## src/rtl/instr_fetch.sv

```systemverilog
`default_nettype none
// ============================================================================
//  Module   : instr_fetch
//  Purpose  : Sequential instruction fetch with a small decode buffer and
//             redirect/flush handling; one instruction per cycle sustained.
//  Revision : 1.0
// ============================================================================
module instr_fetch #(
  parameter logic [31:0] RESET_PC   = 32'h0000_0000,
  parameter int          FIFO_DEPTH = 2
) (
  input  logic        clk,
  input  logic        rst,
  output logic        imem_req,
  output logic [31:0] imem_addr,
  input  logic [31:0] imem_rdata,
  input  logic        redirect,
  input  logic [31:0] redirect_pc,
  output logic        dec_valid,
  output logic [31:0] dec_instr,
  output logic [31:0] dec_pc,
  input  logic        dec_ready
);

  localparam int PW = $clog2(FIFO_DEPTH);
  localparam int CW = PW + 1;
  localparam logic [CW:0]   c_depth   = (CW+1)'(FIFO_DEPTH);
  localparam logic [PW-1:0] c_ptr_one = PW'(1);

  logic [31:0]   r_pc;
  logic          r_inflight;
  logic [31:0]   r_inflight_pc;
  logic [PW-1:0] r_wr_ptr;
  logic [PW-1:0] r_rd_ptr;
  logic [CW-1:0] r_count;
  logic [31:0]   r_mem_instr [FIFO_DEPTH];
  logic [31:0]   r_mem_pc    [FIFO_DEPTH];

  logic          w_pop;
  logic          w_push;
  logic [CW:0]   w_occ;
  logic          w_unused_bits;

  assign w_unused_bits = ^redirect_pc[1:0];

  // Occupancy counts the in-flight slot so a response always has room.
  assign w_pop  = dec_valid & dec_ready;
  assign w_push = r_inflight & ~redirect;
  assign w_occ  = {1'b0, r_count} + (CW+1)'(r_inflight) - (CW+1)'(w_pop);

  assign imem_req  = ~rst & ~redirect & (w_occ < c_depth);
  assign imem_addr = r_pc;

  assign dec_valid = (r_count != '0);
  assign dec_instr = dec_valid ? r_mem_instr[r_rd_ptr] : 32'h0;
  assign dec_pc    = dec_valid ? r_mem_pc[r_rd_ptr]    : 32'h0;

  always_ff @(posedge clk) begin
    if (w_push) begin
      r_mem_instr[r_wr_ptr] <= imem_rdata;
      r_mem_pc[r_wr_ptr]    <= r_inflight_pc;
    end
  end

  always_ff @(posedge clk or posedge rst) begin
    if (rst) begin
      r_pc          <= RESET_PC;
      r_inflight    <= 1'b0;
      r_inflight_pc <= 32'h0;
      r_wr_ptr      <= '0;
      r_rd_ptr      <= '0;
      r_count       <= '0;
    end else if (redirect) begin
      // Redirect wins over pop, response write and request alike.
      r_pc       <= {redirect_pc[31:2], 2'b00};
      r_inflight <= 1'b0;
      r_wr_ptr   <= '0;
      r_rd_ptr   <= '0;
      r_count    <= '0;
    end else begin
      if (w_push) begin
        r_wr_ptr <= r_wr_ptr + c_ptr_one;
      end
      if (w_pop) begin
        r_rd_ptr <= r_rd_ptr + c_ptr_one;
      end
      r_count       <= r_count + CW'(w_push) - CW'(w_pop);
      r_inflight    <= imem_req;
      r_inflight_pc <= r_pc;
      if (imem_req) begin
        r_pc <= r_pc + 32'd4;
      end
    end
  end

endmodule
`default_nettype wire

```

## config.mk

```make
export PLATFORM = sky130hd
export DESIGN_NAME = instr_fetch
export DESIGN_NICKNAME = d
export VERILOG_FILES = /design/src/rtl/instr_fetch.sv
export SDC_FILE = /design/constraint.sdc
export NUM_CORES = 1
export LEC_CHECK = 0
export ABC_CLOCK_PERIOD_IN_PS = 5000
export CAP_MARGIN = 30
export CORE_UTILIZATION = 51
export CTS_CLUSTER_DIAMETER = 50
export CTS_CLUSTER_SIZE = 14
export DETAILED_ROUTE_END_ITERATION = 16
export PLACE_DENSITY = 0.77
export SLEW_MARGIN = 15
export SYNTH_ARGS = -nofsm -noshare
export SYNTH_HDL_FRONTEND = slang
export SYNTH_SLANG_ARGS = --single-unit
```

## constraint.sdc

```tcl
create_clock -name clk -period 5 [get_ports clk]
set_input_delay 0.75 -clock clk [delete_from_list [all_inputs] [get_ports clk]]
set_output_delay 0.75 -clock clk [all_outputs]
set_load 0.01 [all_outputs]
```

==> results of run 1 <==
sequential cells by signal (all words and copies together), names as in the netlist:
signal	count
r_inflight_pc	30
r_count	2
r_rd_ptr	1
imem_addr	30
r_inflight	1
r_mem_instr	64
r_mem_pc	60
r_wr_ptr	1
through the flow:
| step | hold WS (ns) | instances |
|---|---|---|
| after floorplan | 0.437 | 584 |
| after global placement | 0.445 | 901 |
| after detailed placement | 0.453 | 903 |
| after CTS | 0.470 | 935 |
| after global routing | 0.485 | 935 |
| final | 0.466 | 935 |
Yosys cell counts, types with 2 or more instances:
| cell | count | area [sq um] |
|---|---|---|
| sky130_fd_sc_hd__a21o_1 | 4 | 30.0 |
| sky130_fd_sc_hd__a21oi_1 | 3 | 15.0 |
| sky130_fd_sc_hd__a221o_1 | 5 | 50.1 |
| sky130_fd_sc_hd__a22oi_1 | 5 | 37.5 |
| sky130_fd_sc_hd__a31oi_1 | 5 | 31.3 |
| sky130_fd_sc_hd__a32oi_1 | 4 | 35.0 |
| sky130_fd_sc_hd__a41oi_1 | 3 | 26.3 |
| sky130_fd_sc_hd__and2_1 | 2 | 12.5 |
| sky130_fd_sc_hd__and3_1 | 11 | 68.8 |
| sky130_fd_sc_hd__and4_1 | 3 | 26.3 |
| sky130_fd_sc_hd__buf_1 | 4 | 15.0 |
| sky130_fd_sc_hd__buf_2 | 3 | 15.0 |
| sky130_fd_sc_hd__buf_4 | 4 | 30.0 |
| sky130_fd_sc_hd__clkbuf_1 | 24 | 90.1 |
| sky130_fd_sc_hd__dfrtp_1 | 65 | 1630 |
| sky130_fd_sc_hd__edfxtp_1 | 124 | 3720 |
| sky130_fd_sc_hd__ha_1 | 3 | 37.5 |
| sky130_fd_sc_hd__inv_1 | 8 | 30.0 |
| sky130_fd_sc_hd__mux2_2 | 25 | 282 |
| sky130_fd_sc_hd__mux2i_1 | 65 | 651 |
| sky130_fd_sc_hd__nand2_1 | 32 | 120 |
| sky130_fd_sc_hd__nand2b_1 | 3 | 18.8 |
| sky130_fd_sc_hd__nand3_1 | 17 | 85.1 |
| sky130_fd_sc_hd__nand4_1 | 5 | 31.3 |
| sky130_fd_sc_hd__nor2_1 | 84 | 315 |
| sky130_fd_sc_hd__nor2b_1 | 6 | 37.5 |
| sky130_fd_sc_hd__nor4_1 | 2 | 12.5 |
| sky130_fd_sc_hd__o211ai_1 | 5 | 37.5 |
| sky130_fd_sc_hd__o21ai_0 | 25 | 125 |
| sky130_fd_sc_hd__o311ai_0 | 6 | 52.6 |
| sky130_fd_sc_hd__or3_1 | 2 | 12.5 |
| sky130_fd_sc_hd__xnor2_1 | 4 | 35.0 |
| sky130_fd_sc_hd__xor2_1 | 4 | 35.0 |
worst paths after layout:
| path | startpoint | endpoint | cells after the start |
|---|---|---|---|
| max | dec_ready | imem_req | 9 |
| min | r_inflight_pc[28] | r_mem_pc[1][28] | 0 |
| max reg2reg | r_count[1] | imem_addr[11] | 13 |
| min reg2reg | r_inflight_pc[28] | r_mem_pc[1][28] | 0 |
| max in group asynchronous | rst | r_inflight_pc[10] | 3 |
| min in group asynchronous | rst | imem_addr[31] | 2 |
cells by family (layout without fill, tap and decap cells):
family | after synthesis | after routing | share of synthesized area (%)
flip-flops | 189 | 189 | 67.5
buffers and inverters | 45 | 208 | 2.53
AND/OR/NAND/NOR | 177 | 177 | 10.8
AO/OA/AOI/OAI | 67 | 67 | 5.76
other | 1 | 4 | 0.0473
multiplexers | 90 | 90 | 11.8
XOR/XNOR | 8 | 8 | 0.884
adder cells (fa/ha/maj) | 4 | 4 | 0.726
routing by layer:
metal	vias up	global-route usage, %	wire length [um]
met3	25	5.65	1270
met2	212	35.0	7880
li1	2445	-	-
met5	-	0	0
met1	2592	30.3	7510
met4	0	6.30	259
critical path, stage by stage:
cell and delay [ns]:
sky130_fd_sc_hd__clkdlybuf4s50_1 0.50, sky130_fd_sc_hd__and2_1 0.20, sky130_fd_sc_hd__nor2b_1 0.24, sky130_fd_sc_hd__o21ai_0 0.16, sky130_fd_sc_hd__fa_1 0.42, sky130_fd_sc_hd__xor2_1 0.15
sky130_fd_sc_hd__or4b_1 0.56, sky130_fd_sc_hd__clkinv_4 0.18, sky130_fd_sc_hd__clkdlybuf4s50_1 0.56
report_power, final:
part	total [uW]	switching (uW)	leakage, uW	internal (uW)
Clock	1270	583	0.000274	683
Combinational	1380	659	0.00154	717
Sequential	2140	215	0.00192	1920
Total	4780	1460	0.00373	3320
area by class of cell:
class                      instances  area, sq um  share of cell area [%]
timing repair buffer             167         1670                    16.3
clock inverter                    12         85.1                   0.830
inverter                           9         38.8                   0.378
sequential                       189         5350                    52.2
tap                              188          235                    2.29
clock buffer                      20          468                    4.56
multi-input combinational        350         2400                    23.4
==> results.md, run 1 <==
- The flow ran to the end, and the final reports show no timing, DRC or antenna violations.
- The number of buffers inserted during clock tree synthesis is 17.
- The top cell types in the final layout, fill and taps aside, are 158 x sky130_fd_sc_hd__clkdlybuf4s50_1, 124 x sky130_fd_sc_hd__edfxtp_1, 82 x sky130_fd_sc_hd__nor2_1, 65 x sky130_fd_sc_hd__mux2i_1, 64 x sky130_fd_sc_hd__dfrtp_1.
- Dividing the detail-routed wire length by the instance count gives 18.1 um.
- The number of gates given a new drive strength after cts is 0.
- Timing analysis after detailed placement gives a worst setup slack of 0.538 ns.
- In the routed layout, each cell is associated on average with a via count of 5.64.
- The setup-violating endpoint count in the final report is 0.
- The largest net degree at the start of global routing is 73.
- Wires add up to 16,900 um.
- The fraction of layout instances using a drive strength above 1 is 9.91%.
- Clock tree synthesis found a total of 189 sinks.
- The count of buffers added on input and output ports is 159.
- The mean area per synthesized cell is 13.6 sq um.
- The buffer levels on the longest clock path is 2.
- The pre-antenna-repair detailed-routing pass consisted of 5 iterations.
- The worst setup path is launched from an input port.
- The height of the die is 127 um.
- The class of the most critical setup path is in2out.
- The post-route fraction of the period consumed by the critical path is 89.7%.
- Summing all placed instances gives a cell area of 9700 sq um.
- After synthesis the cells add up to 7930 sq um.
- The clock network latency to the later pin of the worst-skew pair is 0.42 ns.
- For this run, design rule violations remaining after detail routing come to 0.
- Overall power consumption after layout is estimated at 4780 uW.
- The portion of the post-synthesis area used by sequential elements is 67.5%.
- The die covers 16,000 sq um.
- The leakage power summed over all cells is 0.00373 uW.
- The wire-length estimate of the detail-placed layout is 10,700 um.
- The power per cell area is 466 nW/um^2.
- At the worst endpoint, the arrival time is 3.73 ns.
- The tightest slew margin relative to the limit is 43.8%.
- The final sum of negative setup slack is 0 ns.
- IR analysis of the VDD net gives a maximum drop of 0.328 mV.
- Counting the fill cells in the layout gives 1,101.
- The via count of the first global-routing pass is 5,226.
- The congestion estimate from routability-driven global placement came to 0.851.
- The final-stage net count is 806.
- In this run the post-CTS setup repair buffer count came out at 0.
- From synthesis to final layout, the design area changed by 29.4%.
- The final antenna diode count is 0.
- The commonest non-fill, non-tap cell in the layout is sky130_fd_sc_hd__clkdlybuf4s50_1.
- The final critical-path required period is 4.48 ns.
- Static timing analysis puts the maximum clock frequency at 223 MHz.
- The max-slew violation count came to 0.
- After synthesis the netlist holds a flip-flop and latch count of 189.
- The final instance area is 10,300 sq um.
- The post-synthesis instance total is 581.
- For this design, the CTS-stage hold fixing added 0 buffers.
- From left edge to right edge, the die measures 127 um.
- The clock tree synthesis step divided the H-tree into 4 levels.
- The routed layout has 5,274 vias.
- The initial antenna violation count is 0.
- In the post-route analysis, the smallest setup slack over all paths is 0.516 ns.
- The number of failing hold endpoints at the final stage is 0.
- For this run the aggregate overflow at the end of global routing stands at 0.
- For this configuration, the core starts out at a cell density of 52.1%.
- The wire length of the first global-routing pass is 27,200 um.
- Cells fill 67.5% of the core in the end.
- The transition at the pin with the smallest max-transition slack is 0.842 ns.
- The largest fanout on the critical path is 16.
- Across the routed clock network, the largest skew measured is 0.00601 ns.
- The type of the worst min-delay path is reg2reg.
- The number of different library cells used by synthesis comes to 49.
- The count of max-cap constraint violations is 0.
- For the worst setup path, the data required time is 4.25 ns.
- 166 I/O pins were placed.
- The setup slack of the worst register-to-register path is 1.56 ns.
- The CTS tree is built.
- The number of core rows is 45.
- The share of async-settable or async-resettable flops after synthesis is 34.4%.
- The count of nets left with antenna violations once routing finished came out at 0.
- The total global routing track utilization is 22.0%.
- The area of the core is 15,200 sq um.
- STA classifies the critical path endpoint as an output port.
- The number of synthesized flops with an enable pin is 124.
- For this run, the number of Yosys warnings is 0.
- Setup repair after global routing left no endpoint under its margin.
- After clock tree synthesis, the clock-pin slew on the worst setup and hold paths is 0.07 ns.
- Among all flip-flop cells after synthesis, the most frequent one is sky130_fd_sc_hd__edfxtp_1.
- The clock tree root driver cell is sky130_fd_sc_hd__clkbuf_16.
- The initial DRC count is 446.
Power figures use the tool's default switching activity.
==> run 2, diff against run 1 <==
CORE_MARGIN = 5   (was unset)
SKIP_LAST_GASP = 1   (was unset)
==> run 2 against run 1 <==
  * Cell area increased by 0.45%
  * Clock-buffer cell count shrank 2
  * Via count grew 0.59%
  * Cell count did not move
  * Utilization grew 0.30 points
  * Setup slack gained 0.030 ns
  * Total power rose by 1.3%
  * Largest power group unchanged
  * Critical path depth unchanged
  * Sequential cell count did not move
==> results.md, run 2 (synthesis results as in run 1) <==
- The via count is 5,305 (was 5,274).
- The nature of the critical path startpoint is an input port (unchanged).
- The number of core rows is 45 (unchanged).
- Registers with the highest flip-flop counts: r_mem_instr: 64 flops, r_mem_pc: 60 flops (unchanged).
- The buffer levels on the longest clock path is 2 (unchanged).
- The type of the worst min-delay path is reg2reg (unchanged).
- The post-CTS setup repair buffer count is 0 (unchanged).
- The clock transition at the registers of the reported paths came to 0.07 ns (about the same).
- The commonest non-fill, non-tap cell in the layout is sky130_fd_sc_hd__clkdlybuf4s50_1 (unchanged).
- The die area came to 18,100 sq um (was 16,000 sq um).
- The overall die width is 135 um (was 127 um).
- The family with the most delay on the worst path is buffers and inverters (unchanged).
- The total global routing overflow is 0 (unchanged).
- The clock skew after layout is 0.00818 ns (was 0.00601 ns).
- The start point of the worst hold path is r_inflight_pc[6] (was r_inflight_pc[28]).
- The final hold slack is 0.470 ns (was 0.466 ns).
- The height of the die is 135 um (was 127 um).
- The placer congestion estimate is 0.806 (was 0.851).
- The launch point of the worst path is dec_ready (unchanged).
- Setup repair after global routing missed its margin: no (unchanged).
- The number of gates given a new drive strength after cts is 0 (unchanged).
- The setup-violating endpoint count in the final report was 0 (unchanged).
- The final critical-path required period is 4.45 ns (was 4.48 ns).
- The tightest slew margin relative to the limit was 45.1% (was 43.8%).
- The class of the most critical setup path is in2out (unchanged).
- The most used cell along the critical path is sky130_fd_sc_hd__clkdlybuf4s50_1 (unchanged).
- The cell depth of the worst setup path was 9 (unchanged).
- The count of clock tree sinks is 189 (unchanged).
- The total global routing track utilization is 20.2% (was 22.0%).
- The number of port buffers is 159 (unchanged).
- The estimated wirelength of the detail-placed design is 11,800 um (was 10,700 um).
- The area added between synthesis and finish was 30.0% (was 29.4%).
- The final antenna diode count is 0 (unchanged).
- The effective utilization at floorplan is 52.1% (unchanged).
- The total number of H-tree levels is 4 (unchanged).
- The total power came to 4840 uW (was 4780 uW).
- The final sum of negative setup slack is 0 ns (unchanged).
- The clock network latency to the later pin of the worst-skew pair is 0.42 ns (about the same).
- The number of vias per cell was 5.67 (was 5.64).
- The via count of the first global-routing pass was 5,383 (was 5,226).
- The first-pass detailed-route iteration total came to 5 (unchanged).
- The hold buffer count at cts is 0 (unchanged).
- Outcome: completed (unchanged).
- The required time at the endpoint of the critical path is 4.25 ns (about the same).
- Leading cell types in the layout, fill and taps excluded: 158 x sky130_fd_sc_hd__clkdlybuf4s50_1, 124 x sky130_fd_sc_hd__edfxtp_1, 82 x sky130_fd_sc_hd__nor2_1, 65 x sky130_fd_sc_hd__mux2i_1, 64 x sky130_fd_sc_hd__dfrtp_1 (unchanged).
- The arrival time of the worst setup path came to 3.70 ns (was 3.73 ns).
- The leakage power summed over all cells came to 0.00375 uW (was 0.00373 uW).
- The wire length per cell is 19.1 um (was 18.1 um).
- The count of max-cap constraint violations is 0 (unchanged).
- The initial DRC count is 341 (was 446).
- The number of failing hold endpoints at the final stage came to 0 (unchanged).
- The launch instance of the worst register-to-register path is r_count[1] (unchanged).
- The slack of the critical path is 0.546 ns (was 0.516 ns).
- The fraction of layout instances using a drive strength above 1 was 10.0% (was 9.91%).
- The length in cells of the worst reg-to-reg path is 13 (unchanged).
- The transition at the pin with the smallest max-transition slack is 0.824 ns (was 0.842 ns).
- The number of flip-flops in the largest register is 64 (unchanged).
- The count of pins on the block boundary is 166 (unchanged).
- The register ranked first by flip-flop count is r_mem_instr (unchanged).
- The largest fanout on the critical path is 16 (unchanged).
- The pre-CTS setup slack is 0.529 ns (was 0.538 ns).
- The highest achievable clock rate is 225 MHz (was 223 MHz).
- The critical path's slowest cell is sky130_fd_sc_hd__or4b_1 (unchanged).
- The post-route fraction of the period consumed by the critical path is 89.1% (was 89.7%).
- The wire length of the first global-routing pass came to 28,700 um (was 27,200 um).
- The final-stage net count is 807 (was 806).
- The post-route antenna net violation count came to 0 (unchanged).
- The peak supply drop is 0.278 mV (was 0.328 mV).
- The remaining design rule violation count is 0 (unchanged).
- The power per cell area is 470 nW/um^2 (was 466 nW/um^2).
- The number of buffers inserted during clock tree synthesis is 17 (unchanged).
- The peak per-stage delay on the critical path is 0.57 ns (was 0.56 ns).
- The max-slew violation count is 0 (unchanged).
- The initial antenna violation count came to 0 (unchanged).
- The number of stages on the worst hold path is 0 (unchanged).
- The number of buffers and inverters on the critical path came to 3 (unchanged).
- The CTS tree is built (unchanged).
- Ordered list of cells on the worst path: clkdlybuf4s50_1 > and2_1 > nor2b_1 > o21ai_0 > fa_1 > xor2_1 > or4b_1 > clkinv_4 > clkdlybuf4s50_1 (unchanged).
- The clock tree root driver cell is sky130_fd_sc_hd__clkbuf_16 (unchanged).
- The endpoint type of the worst setup path is an output port (unchanged).
- The total length of routed wires came to 17,900 um (was 16,900 um).
- The area of the core is 15,200 sq um (unchanged).
- The largest net degree at the start of global routing is 73 (unchanged).
-- run 2: cell count changes in the layout (fill, tap and decap cells not counted), sizes merged --
cell	change
clkbuf	-2
bufinv	+2
clkinvlp	-1
inv	+1
clkinv	-1
buf	+1
-- run 2: worst register-to-register path, delay by kind of cell, from the launching register on --
kind            cells  cell delay (ns)
compound gates      3             0.54
xor+xnor            1             0.16
fa+ha+maj           1             0.42
buf+inv             3             0.49
flops               1             0.48
simple gates        5             1.23
-- run 2: final cells by class --
class                   count  area (sq um)
inverters                   9          38.8
clock inverters            13           138
repair buffers            168          1700
fillers                  1083          4900
clock buffers              18           429
flip-flops and latches    189          5350
well taps                 188           235
multi-input cells         350          2400
-- run 2: per-stage QoR --
step / instances / cell area, sq um / utilization, %
detailed placement: 904 / 9730 / 64.0
global placement: 901 / 9680 / 63.6
global route: 935 / 10300 / 67.8
finish: 935 / 10300 / 67.8
floorplan: 584 / 7940 / -
CTS: 935 / 10300 / 67.8
-- run 2: path summary, 6_finish.rpt --
kind | endpoint | slack [ns]
worst max register to register | imem_addr[20] | 1.54
worst min-delay path | r_mem_pc[0][6] | 0.47
min in group asynchronous | r_rd_ptr | 0.79
worst min register to register | r_mem_pc[0][6] | 0.47
max in group asynchronous | imem_addr[7] | 3.28
worst max-delay path | imem_req | 0.55
-- run 2: report_power, final --
group	switching (uW)	internal [uW]	leakage [uW]	total [uW]
logic	666	722	0.00155	1390
clock network	563	738	0.000286	1300
registers	230	1920	0.00192	2150
-- run 2: metal layers --
| metal | GRT usage [%] | vias up | share of wire (%) |
|---|---|---|---|
| met5 | 0 | - | 0 |
| met4 | 6.17 | 0 | 1.3 |
| met2 | 31.5 | 226 | 47 |
| li1 | - | 2446 | - |
| met1 | 28.1 | 2607 | 44 |
| met3 | 5.18 | 26 | 7.9 |
